==> src/rtl/reg_bank_dual_rd.sv <==
// Register bank with a debounced pushbutton write port and two registered read ports.
// Each read port is write-first: it returns dat_wr when reading the address being written.
module reg_bank_dual_rd #(
  parameter int DATA_W       = 4,
  parameter int ADDR_W       = 3,
  parameter int DEBOUNCE_CYC = 50000
) (
  input  logic              clk,
  input  logic              rst,
  input  logic [ADDR_W-1:0] addr_rd1,
  input  logic [ADDR_W-1:0] addr_rd2,
  input  logic [ADDR_W-1:0] addr_wr,
  input  logic [DATA_W-1:0] dat_wr,
  input  logic              wr_btn,
  output logic [DATA_W-1:0] dat_rd1,
  output logic [DATA_W-1:0] dat_rd2,
  output logic              wr_done,
  output logic              busy
);
  localparam int DEPTH  = 1 << ADDR_W;
  localparam int NUM_RD = 2;
  localparam int CNT_W  = $clog2(DEBOUNCE_CYC);
  localparam logic [CNT_W-1:0] CNT_MAX = CNT_W'(DEBOUNCE_CYC - 1);

  typedef enum logic [1:0] {IDLE, SETTLE, WRITE, WAIT_REL} state_t;

  state_t                             state, state_nxt;
  logic [CNT_W-1:0]                   cnt, cnt_nxt;
  logic                               s1, s2;
  logic                               wr_en;
  logic [DEPTH-1:0][DATA_W-1:0]       mem;
  logic [NUM_RD-1:0][ADDR_W-1:0]      addr_rd;
  logic [NUM_RD-1:0][DATA_W-1:0]      dat_rd;

  assign addr_rd = {addr_rd2, addr_rd1};
  assign dat_rd1 = dat_rd[0];
  assign dat_rd2 = dat_rd[1];
  assign wr_en   = (state == WRITE);
  assign wr_done = wr_en;
  assign busy    = (state != IDLE);

  // two-flop synchroniser; the FSM only ever looks at s2
  always_ff @(posedge clk) begin
    if (rst) begin
      s1 <= 1'b0;
      s2 <= 1'b0;
    end else begin
      s1 <= wr_btn;
      s2 <= s1;
    end
  end

  always_ff @(posedge clk) begin
    if (rst) begin
      state <= IDLE;
      cnt   <= '0;
    end else begin
      state <= state_nxt;
      cnt   <= cnt_nxt;
    end
  end

  always_comb begin
    state_nxt = state;
    cnt_nxt   = cnt;
    case (state)
      IDLE: if (s2) begin
        state_nxt = SETTLE;
        cnt_nxt   = '0;
      end
      SETTLE: begin
        if (!s2)                 state_nxt = IDLE;
        else if (cnt == CNT_MAX) state_nxt = WRITE;
        else                     cnt_nxt   = cnt + 1'b1;
      end
      WRITE: begin
        state_nxt = WAIT_REL;
        cnt_nxt   = '0;
      end
      WAIT_REL: begin
        // any high sample restarts the release window
        if (s2)                  cnt_nxt   = '0;
        else if (cnt == CNT_MAX) state_nxt = IDLE;
        else                     cnt_nxt   = cnt + 1'b1;
      end
      default: state_nxt = IDLE;
    endcase
  end

  always_ff @(posedge clk) begin
    if (rst) begin
      for (int i = 0; i < DEPTH; i++) mem[i] <= DATA_W'(i);
    end else if (wr_en) begin
      mem[addr_wr] <= dat_wr;
    end
  end

  always_ff @(posedge clk) begin
    if (rst) begin
      dat_rd <= '0;
    end else begin
      for (int p = 0; p < NUM_RD; p++)
        dat_rd[p] <= (wr_en && addr_wr == addr_rd[p]) ? dat_wr : mem[addr_rd[p]];
    end
  end
endmodule

==> config.mk <==
export PLATFORM = sky130hd
export DESIGN_NAME = reg_bank_dual_rd
export DESIGN_NICKNAME = d
export VERILOG_FILES = /design/src/rtl/reg_bank_dual_rd.sv
export SDC_FILE = /design/constraint.sdc
export NUM_CORES = 1
export LEC_CHECK = 0
export BUFFER_PORTS_ARGS = -buffer_cell sky130_fd_sc_hd__clkbuf_2
export CAP_MARGIN = 20
export CORE_MARGIN = 8
export CORE_UTILIZATION = 60
export CTS_BUF_LIST = sky130_fd_sc_hd__clkbuf_8
export DETAILED_ROUTE_END_ITERATION = 10
export PLACE_DENSITY = 0.87
export SYNTH_ARGS = -nofsm -noshare
export SYNTH_HDL_FRONTEND = slang
export SYNTH_SLANG_ARGS = --single-unit
export TNS_END_PERCENT = 10
==> constraint.sdc <==
create_clock -name clk -period 3.1 [get_ports clk]
set_input_delay 0.62 -clock clk [delete_from_list [all_inputs] [get_ports clk]]
set_output_delay 0.62 -clock clk [all_outputs]
set_load 0.05 [all_outputs]
==> results of run 1 <==
## cells in the mapped netlist, types with 2 or more instances
master,count
nor4_1,4
inv_1,5
o21ai_0,11
or4_1,3
xnor2_1,13
mux4_2,16
mux2i_1,34
or4_4,2
nor3_1,3
dfxtp_1,60
a21oi_1,15
nand4_1,6
clkbuf_1,20
or3_1,4
nand3_1,14
nor2b_1,3
a211oi_1,4
o2111ai_1,2
nor2_1,33
nand2_1,24
nor3b_1,2
o31ai_1,4
nand3b_1,4
## cell type report
class	count	area, um^2	area share (%)
sequential	60	1201	37.05
multi-input combinational	214	1634	50.41
tap	67	83.83	2.586
inverter	5	18.77	0.5789
clock inverter	4	18.77	0.5789
clock buffer	10	137.6	4.245
timing repair buffer	28	147.6	4.554
## cells in the final DEF, fill, tap and decap left out, types with 3 or more instances in the layout
master	n
or3_1	4
a211oi_1	4
dfxtp_1	60
o21ai_0	11
nor3_1	3
or4_1	3
nand3b_1	4
nand3_1	14
nor4_1	4
nand2_1	24
nand4_1	6
clkbuf_8	10
mux4_2	16
buf_4	3
nor2b_1	3
nor2_1	33
inv_1	6
o31ai_1	4
a21oi_1	15
mux2i_1	34
clkinv_2	3
xnor2_1	13
clkbuf_2	25
## cells by family (layout without fill, tap and decap cells)
kind of cell | after synthesis | in the layout | synth area share [%]
and+or+nand+nor | 109 | 109 | 18.95
DFF | 60 | 60 | 40.89
muxes | 50 | 50 | 23.85
AOI/OAI and AO/OA | 38 | 38 | 7.496
buffers and inverters | 27 | 47 | 3.492
xor gates and xnor gates | 14 | 14 | 4.174
adders and majority gates | 3 | 3 | 1.150
## registers in the layout, summed over array words and instances, names as in the netlist, named ones only
signal	flops
state	1
cnt	16
s2	1
dat_rd2	4
mem	32
dat_rd1	4
s1	1
## power breakdown
part	leakage (nW)	internal [mW]	switching [mW]
Combinational	0.628	0.0400	0.0787
Sequential	0.486	0.778	0.00420
Clock	0.0890	0.295	0.288
Total	1.20	1.11	0.371
## critical path, stage by stage, from the launching register on
cell and delay, ns:
dfxtp_1 0.53, nor2b_1 0.31, clkbuf_2 0.33
## metal layers
layer	global-route usage (%)	wire length, um	up-vias
li1	-	-	1122
met1	24.41	2942	1137
met2	31.63	3279	125
met3	8.405	727	12
met4	7.803	104	0
met5	0	0	-
## stage by stage
step / power, mW / instances
floorplan: 0.8873 / 301
global placement: 0.9141 / 374
detailed placement: 0.9159 / 374
CTS: 1.493 / 388
global route: 1.534 / 388
finish: 1.484 / 388
## final timing paths
check,endpoint,slack [ns],startpoint,cells past startpoint
max,wr_done,0.96,flop,2
min,s2,0.46,s1,1
max reg2reg,mem[12],1.07,flop,4
min reg2reg,s2,0.46,s1,1
==> results.toml, run 1 <==
[clock_network]
h-tree-depth = 3
insertion_delay_ns = 0.35
post-cts-setup-buffers = 0
ctsRootBufferMaster = "clkbuf_8"
clock-sinks = 60
cts_resized = 0
cts_hold_buffers = 0
cts.clk_slew.worst_paths_ns = 0.06
clockBufferDepth = 2
cts_made_buffers = 9
tritoncts = "yes"

[placed_design]
portBuffers = 25
hpwl_um = 4808
dp_slack_ns = 0.9500
place_area_um2 = 3085
place_congestion = 0.9120

[synth]
seq_area_frac_synth_pct = 40.89
synth_flop_cell = "dfxtp_1"
yosysWarningCount = 0
synth_edf_count = 0
syn-num-nets = 318
synth.area.top_cells = "dfxtp_1, mux4_2, mux2i_1"
syn_area_um2 = 2938
async_flop_share_pct = 0
syn_inst = 301
syn_area_per_cell_um2 = 9.760
ys_seq_elements = 60
synth_area_leader_cell = "dfxtp_1"
synth.distinct_cells = 38
synth_top_area_share_pct = 40.89

[power_and_ir_drop]
p_per_area_nw_per_um2 = 457.7
leakagePower_nw = 1.203
max-vdd-ir-drop_mv = 0.3179

[detailed_routing]
drt_iter0_drc = 220
drt_pass1_iterations = 6
detail_route.wl_per_cell_um = 18.18
viasPerCell = 6.175
vias = 2396
routed_wirelength_um = 7053
drc = 0
postRouteAntennaNets = 0

[global_route]
grt_start_max_net_pins = 28
grt_pass1_vias = 2342
track_usage_pct = 20.37
grt_pass1_wl_um = 11470
antenna_found_initial = 0
overflow = 0

[sta]
skew_ns = 0.007428
setup_tns_ns = 0
final_hold_viol_count = 0
rsz0062_at_grt = "false"
post-route-period-util_pct = 68.99
max_freq_mhz = 467.6
finalWorstSetupSlack_ns = 0.9614
timing.hold.ws_ns = 0.4642
finalSetupViolations = 0
drv_slew = 0
min_period_ns = 2.139
maxSlewHeadroom_pct = 46.98
worst_pin_slew_ns = 0.7936

[worst_setup_path]
cp_max_fo = 11
criticalPathCategory = "flop to primary output"
worst_ep_required_time_ns = 2.48
critical_path_arrival_ns = 1.52
critPathLaunchType = "flop"
endpoint_kind = "primary output"

[floorplanning]
placementRows = 25
die_h_um = 85.98
ioPinCount = 26
die_w_um = 85.98
design.core.area_um2 = 4723
start_util_pct = 62.20
fp.dieArea_um2 = 7392

[layout]
antenna_cells = 0
fin_util_pct = 68.64
drive_gt1_share_pct = 19.31
final_cell_area_um2 = 3242
syn2layout_area_growth_pct = 10.35
nNetsFinal = 335
nFillCells = 352

[min_path]
min_path_type = "flop to flop"

[run_status]
status = "finished clean"

[flow_run]
maxCapViolCount = 0
Power figures use the tool's default switching activity.
==> inputs of run 2 (changes only) <==
Settings changed: ABC_AREA from default to 1, CORE_UTILIZATION 60 to 56, PLACE_DENSITY 0.87 to 0.85.
Clock period 3.1 ns to 1.73 ns, I/O delays scaled along.
==> results.toml, run 2 <==
[floorplanning]
fp.dieArea_um2 = 8391
placementRows = 27
die_h_um = 91.60
die_w_um = 91.60
ioPinCount = 26
design.core.area_um2 = 5507
start_util_pct = 58.12

[layout]
largest-register = "mem"
register_area_um2 = 1201
syn2layout_area_growth_pct = 11.85
final_common_cell = "nor2_1"
largest_reg_flops = 32
nFillCells = 484
fin_util_pct = 65.01
top_regs = "mem (32), cnt (16)"
nNetsFinal = 507
drive_gt1_share_pct = 18.99
multi_input_area_um2 = 1717
layout.cells.most_common_list = "nor2_1, nand2_1, dfxtp_1"
antenna_cells = 0

[run_status]
status = "finished clean"

[clock_network]
cts_hold_buffers = 0
tritoncts = "yes"
cts_resized = 0
clockBufferDepth = 2
h-tree-depth = 3
cts_made_buffers = 9
clock-sinks = 60
insertion_delay_ns = 0.34
post-cts-setup-buffers = 0
cts.clk_slew.worst_paths_ns = 0.07
ctsRootBufferMaster = "clkbuf_8"

[worst_setup_path]
cp_max_fo = 5
critical_path_arrival_ns = 1.27
critPathLaunchType = "flop"
criticalPathCategory = "flop to primary output"
worst_ep_required_time_ns = 1.38
endpoint_kind = "primary output"

[placed_design]
dp_slack_ns = 0.1309
portBuffers = 25
place_congestion = 0.9473
hpwl_um = 5978

[power_and_ir_drop]
max-vdd-ir-drop_mv = 0.5837
leakagePower_nw = 1.563
p_per_area_nw_per_um2 = 878.5

[synth]
synthTopCellsByCount = "nor2_1, nand2_1, dfxtp_1, o21ai_0, inv_1"
syn-num-nets = 484
syn_area_per_cell_um2 = 6.853
seq_area_frac_synth_pct = 37.53
ys_seq_elements = 60
async_flop_share_pct = 0
synth.area.top_cells = "dfxtp_1, nor2_1, nand2_1"
syn_inst = 467
yosysWarningCount = 0
synth_top_area_share_pct = 37.53
yosysMostFrequentCell = "nor2_1"
synth_area_leader_cell = "dfxtp_1"
synth.distinct_cells = 36
syn_area_um2 = 3201
synth_flop_cell = "dfxtp_1"
synth_edf_count = 0

[global_route]
grt_pass1_vias = 2775
track_usage_pct = 19.32
antenna_found_initial = 0
grt_start_max_net_pins = 41
overflow = 0
grt_pass1_wl_um = 13180

[detailed_routing]
drc = 0
routed_wirelength_um = 8028
drt_pass1_iterations = 5
drt_iter0_drc = 231
viasPerCell = 5.563
detail_route.wl_per_cell_um = 14.16
postRouteAntennaNets = 0
vias = 3154

[sta]
max_freq_mhz = 619.0
drv_slew = 0
skew_ns = 0.005074
min_period_ns = 1.615
finalWorstSetupSlack_ns = 0.1146
worst_pin_slew_ns = 0.3633
rsz0062_at_grt = "false"
setup_tns_ns = 0
finalSetupViolations = 0
post-route-period-util_pct = 93.38
final_hold_viol_count = 0
maxSlewHeadroom_pct = 75.75

[flow_run]
maxCapViolCount = 0

[min_path]
min_path_type = "input pin to flop"
-- run 2: power by group --
group | internal (mW) | total [mW] | switching, mW
Sequential | 1.41 | 1.42 | 0.0133
Combinational | 0.0954 | 0.345 | 0.250
Clock | 0.837 | 1.38 | 0.543
-- run 2: worst paths after layout --
| check | from | slack, ns | depth (start not counted) | end |
|---|---|---|---|---|
| worst min register to register | s1 | 0.41 | 2 | s2 |
| worst min-delay path | wr_btn | 0.19 | 3 | s1 |
| worst max-delay path | flop | 0.11 | 3 | wr_done |
| worst max register to register | cnt[0] | 0.20 | 8 | cnt[14] |
-- run 2: layout make-up --
type,instances,share of cell area [%]
Clock inverter,6,2.202
Sequential cell,60,33.55
Timing Repair Buffer,31,4.754
Inverter,49,5.173
Tap cell,72,2.517
Multi-Input combinational cell,339,47.96
Clock buffer,10,3.845
-- run 2: cell families (layout without fill, tap and decap cells) --
| family | count (synthesis) | count (layout) | synth area share [%] |
|---|---|---|---|
| AO/OA/AOI/OAI | 112 | 112 | 20.09 |
| XOR/XNOR | 4 | 4 | 1.094 |
| adder cells (fa/ha/maj) | 1 | 1 | 0.3909 |
| buffers and inverters | 68 | 96 | 8.834 |
| flip-flops | 60 | 60 | 37.53 |
| AND/OR/NAND/NOR | 222 | 222 | 32.06 |
-- run 2: critical path, cell delays in order (launching register included) --
cell and delay [ns]:
dfxtp_1 0.41, inv_2 0.08, nor2_4 0.13, clkbuf_2 0.30
-- run 2: routing by layer --
| metal | part of all wire (%) | track usage [%] | vias to the layer above |
|---|---|---|---|
| met1 | 47 | 26.66 | 1417 |
| met4 | 1.9 | 8.322 | 0 |
| met2 | 41 | 27.85 | 152 |
| li1 | - | - | 1572 |
| met5 | 0 | 0 | - |
| met3 | 11 | 4.444 | 13 |
-- run 2: through the flow --
step                hold slack [ns]  std cells  cell area [um^2]  total power, mW
floorplan                    0.3883        467              3201            1.710
finish                       0.1866        567              3580            3.145
global route                 0.1934        567              3580            3.258
CTS                          0.1733        567              3580            3.170
global placement             0.3944        551              3363            1.787
detailed placement           0.4060        551              3363            1.791
==> inputs of run 3 (changes only) <==
Settings changed: CORE_UTILIZATION 56 to 60, CTS_BUF_LIST sky130_fd_sc_hd__clkbuf_8 to default, PLACE_DENSITY 0.85 to 0.87.
Clock period 1.73 ns to 1.8 ns, I/O delays scaled along.
==> results.toml, run 3 (same netlist as run 2, synthesis figures left out) <==
[clock_network]
cts_hold_buffers = 0
clock-sinks = 60
clockBufferDepth = 2
h-tree-depth = 3
ctsRootBufferMaster = "clkbuf_8"
cts.clk_slew.worst_paths_ns = 0.07
tritoncts = "yes"
post-cts-setup-buffers = 0
cts_made_buffers = 9
insertion_delay_ns = 0.35
cts_resized = 0

[placed_design]
portBuffers = 25
hpwl_um = 6120
place_inst = 549
place_area_um2 = 3361
place_congestion = 0.9728

[detailed_routing]
drt_iter0_drc = 275
drt_pass1_iterations = 5
drc = 0
postRouteAntennaNets = 0
routed_wirelength_um = 8513
detail_route.wl_per_cell_um = 15.09
top_layer = "met4"
met3_length_um = 701
met2_wirelength_um = 3717
wl_met1_um = 3965
vias = 3182
viasPerCell = 5.642

[layout]
syn2layout_area_growth_pct = 11.26
top_regs = "mem (32), cnt (16)"
fin_util_pct = 69.28
final_cell_area_um2 = 3561
drive_gt1_share_pct = 19.03
layout.cells.most_common_list = "nor2_1, nand2_1, dfxtp_1"
largest_reg_flops = 32
nNetsFinal = 507
stdcell_count = 564
nFillCells = 449
final_common_cell = "nor2_1"
largest-register = "mem"
antenna_cells = 0

[min_path]
min_path_type = "input pin to flop"
hold_depth = 3
hp-start = "wr_btn"
min_to = "s1"

[run_status]
status = "finished clean"

[sta]
maxSlewHeadroom_pct = 74.16
final_hold_viol_count = 0
min_period_ns = 1.619
rsz0062_at_grt = "false"
max_freq_mhz = 617.7
drv_slew = 0
timing.hold.ws_ns = 0.2034
finalSetupViolations = 0
skew_ns = 0.009517
post-route-period-util_pct = 89.94
setup_tns_ns = 0
worst_pin_slew_ns = 0.3847

[worst_setup_path]
cp.depth = 3
path_cells = "inv_2, nor2_4, clkbuf_2"
max_stage_delay_ns = 0.42
cp_num_buf_inv = 2
reg2reg_depth = 7
slowest_stage = "dfxtp_1"
worstReg2RegEnd = "cnt[3]"
worst-r2r-setup-slack_ns = 0.33
critPathLaunchType = "flop"
endpoint_kind = "primary output"
criticalPathCategory = "flop to primary output"
cpLargestDelayFamily = "flip-flops"
worst_ep_required_time_ns = 1.44
critical_path_arrival_ns = 1.26
cp_max_fo = 5

[power_and_ir_drop]
power_frac_seq_pct = 46.2
power.share.clock_pct = 42.4
p_per_area_nw_per_um2 = 829.1
comb_power_share_pct = 11.4
leakagePower_nw = 1.551
max-vdd-ir-drop_mv = 0.6532
swShare_pct = 27.24
intPower_mw = 2.148
p_switching_mw = 0.8042

[floorplanning]
ioPinCount = 26
die_h_um = 89.04
start_util_pct = 62.27
fp.dieArea_um2 = 7927
design.core.area_um2 = 5140
die_w_um = 89.04
placementRows = 26

[global_route]
overflow = 0
antenna_found_initial = 0
grt_start_max_net_pins = 41
grt_pass1_wl_um = 14170
grt_pass1_vias = 2816
track_usage_pct = 23.43

[flow_run]
maxCapViolCount = 0
==> run 3: worst max path at each step <==
stage	start	end	slack, ns
after floorplan	flop	dat_rd2[1]	0.33
after CTS	flop	wr_done	0.18
after global routing	flop	wr_done	0.12
after detailed placement	addr_rd2[1]	dat_rd2[2]	0.33
final	flop	wr_done	0.18
after global placement	addr_rd1[1]	dat_rd1[0]	0.33
==> run 3: power groups by stage <==
stage	Combinational (mW)	Clock (mW)	Sequential, mW
floorplan	0.202	0	1.44
global placement	0.325	0	1.39
detailed placement	0.325	0	1.39
CTS	0.330	1.26	1.36
global route	0.365	1.32	1.37
finish	0.336	1.25	1.36
==> run 3: layout make-up <==
| type | count | area, um^2 | share of cell area [%] |
|---|---|---|---|
| Tap cell | 70 | 87.58 | 2.460 |
| Clock buffer | 11 | 151.4 | 4.252 |
| Sequential cell | 60 | 1201 | 33.73 |
| Multi-Input combinational cell | 339 | 1717 | 48.21 |
| Timing Repair Buffer | 31 | 170.2 | 4.779 |
| Inverter | 49 | 185.2 | 5.200 |
| Clock inverter | 4 | 48.80 | 1.370 |
==> run 3: routing by layer <==
layer	GRT usage (%)	vias to the layer above
met5	0	-
met4	8.761	0
met3	4.596	14
met2	33.56	133
met1	33.50	1477
li1	-	1558
==> run 3: worst reg2reg max path: stages (launching register included) <==
cell and delay [ns]:
dfxtp_1 0.36, nor2_2 0.19, nor2_1 0.06, a21oi_1 0.18, nand2_2 0.18, clkinv_2 0.22, o21ai_0 0.12, a21oi_1 0.12
==> run 3: per-stage QoR <==
step,setup WS (ns),total power [mW]
floorplan,0.3327,1.643
global placement,0.3315,1.719
detailed placement,0.3294,1.720
CTS,0.1788,2.952
global route,0.1206,3.053
finish,0.1811,2.952
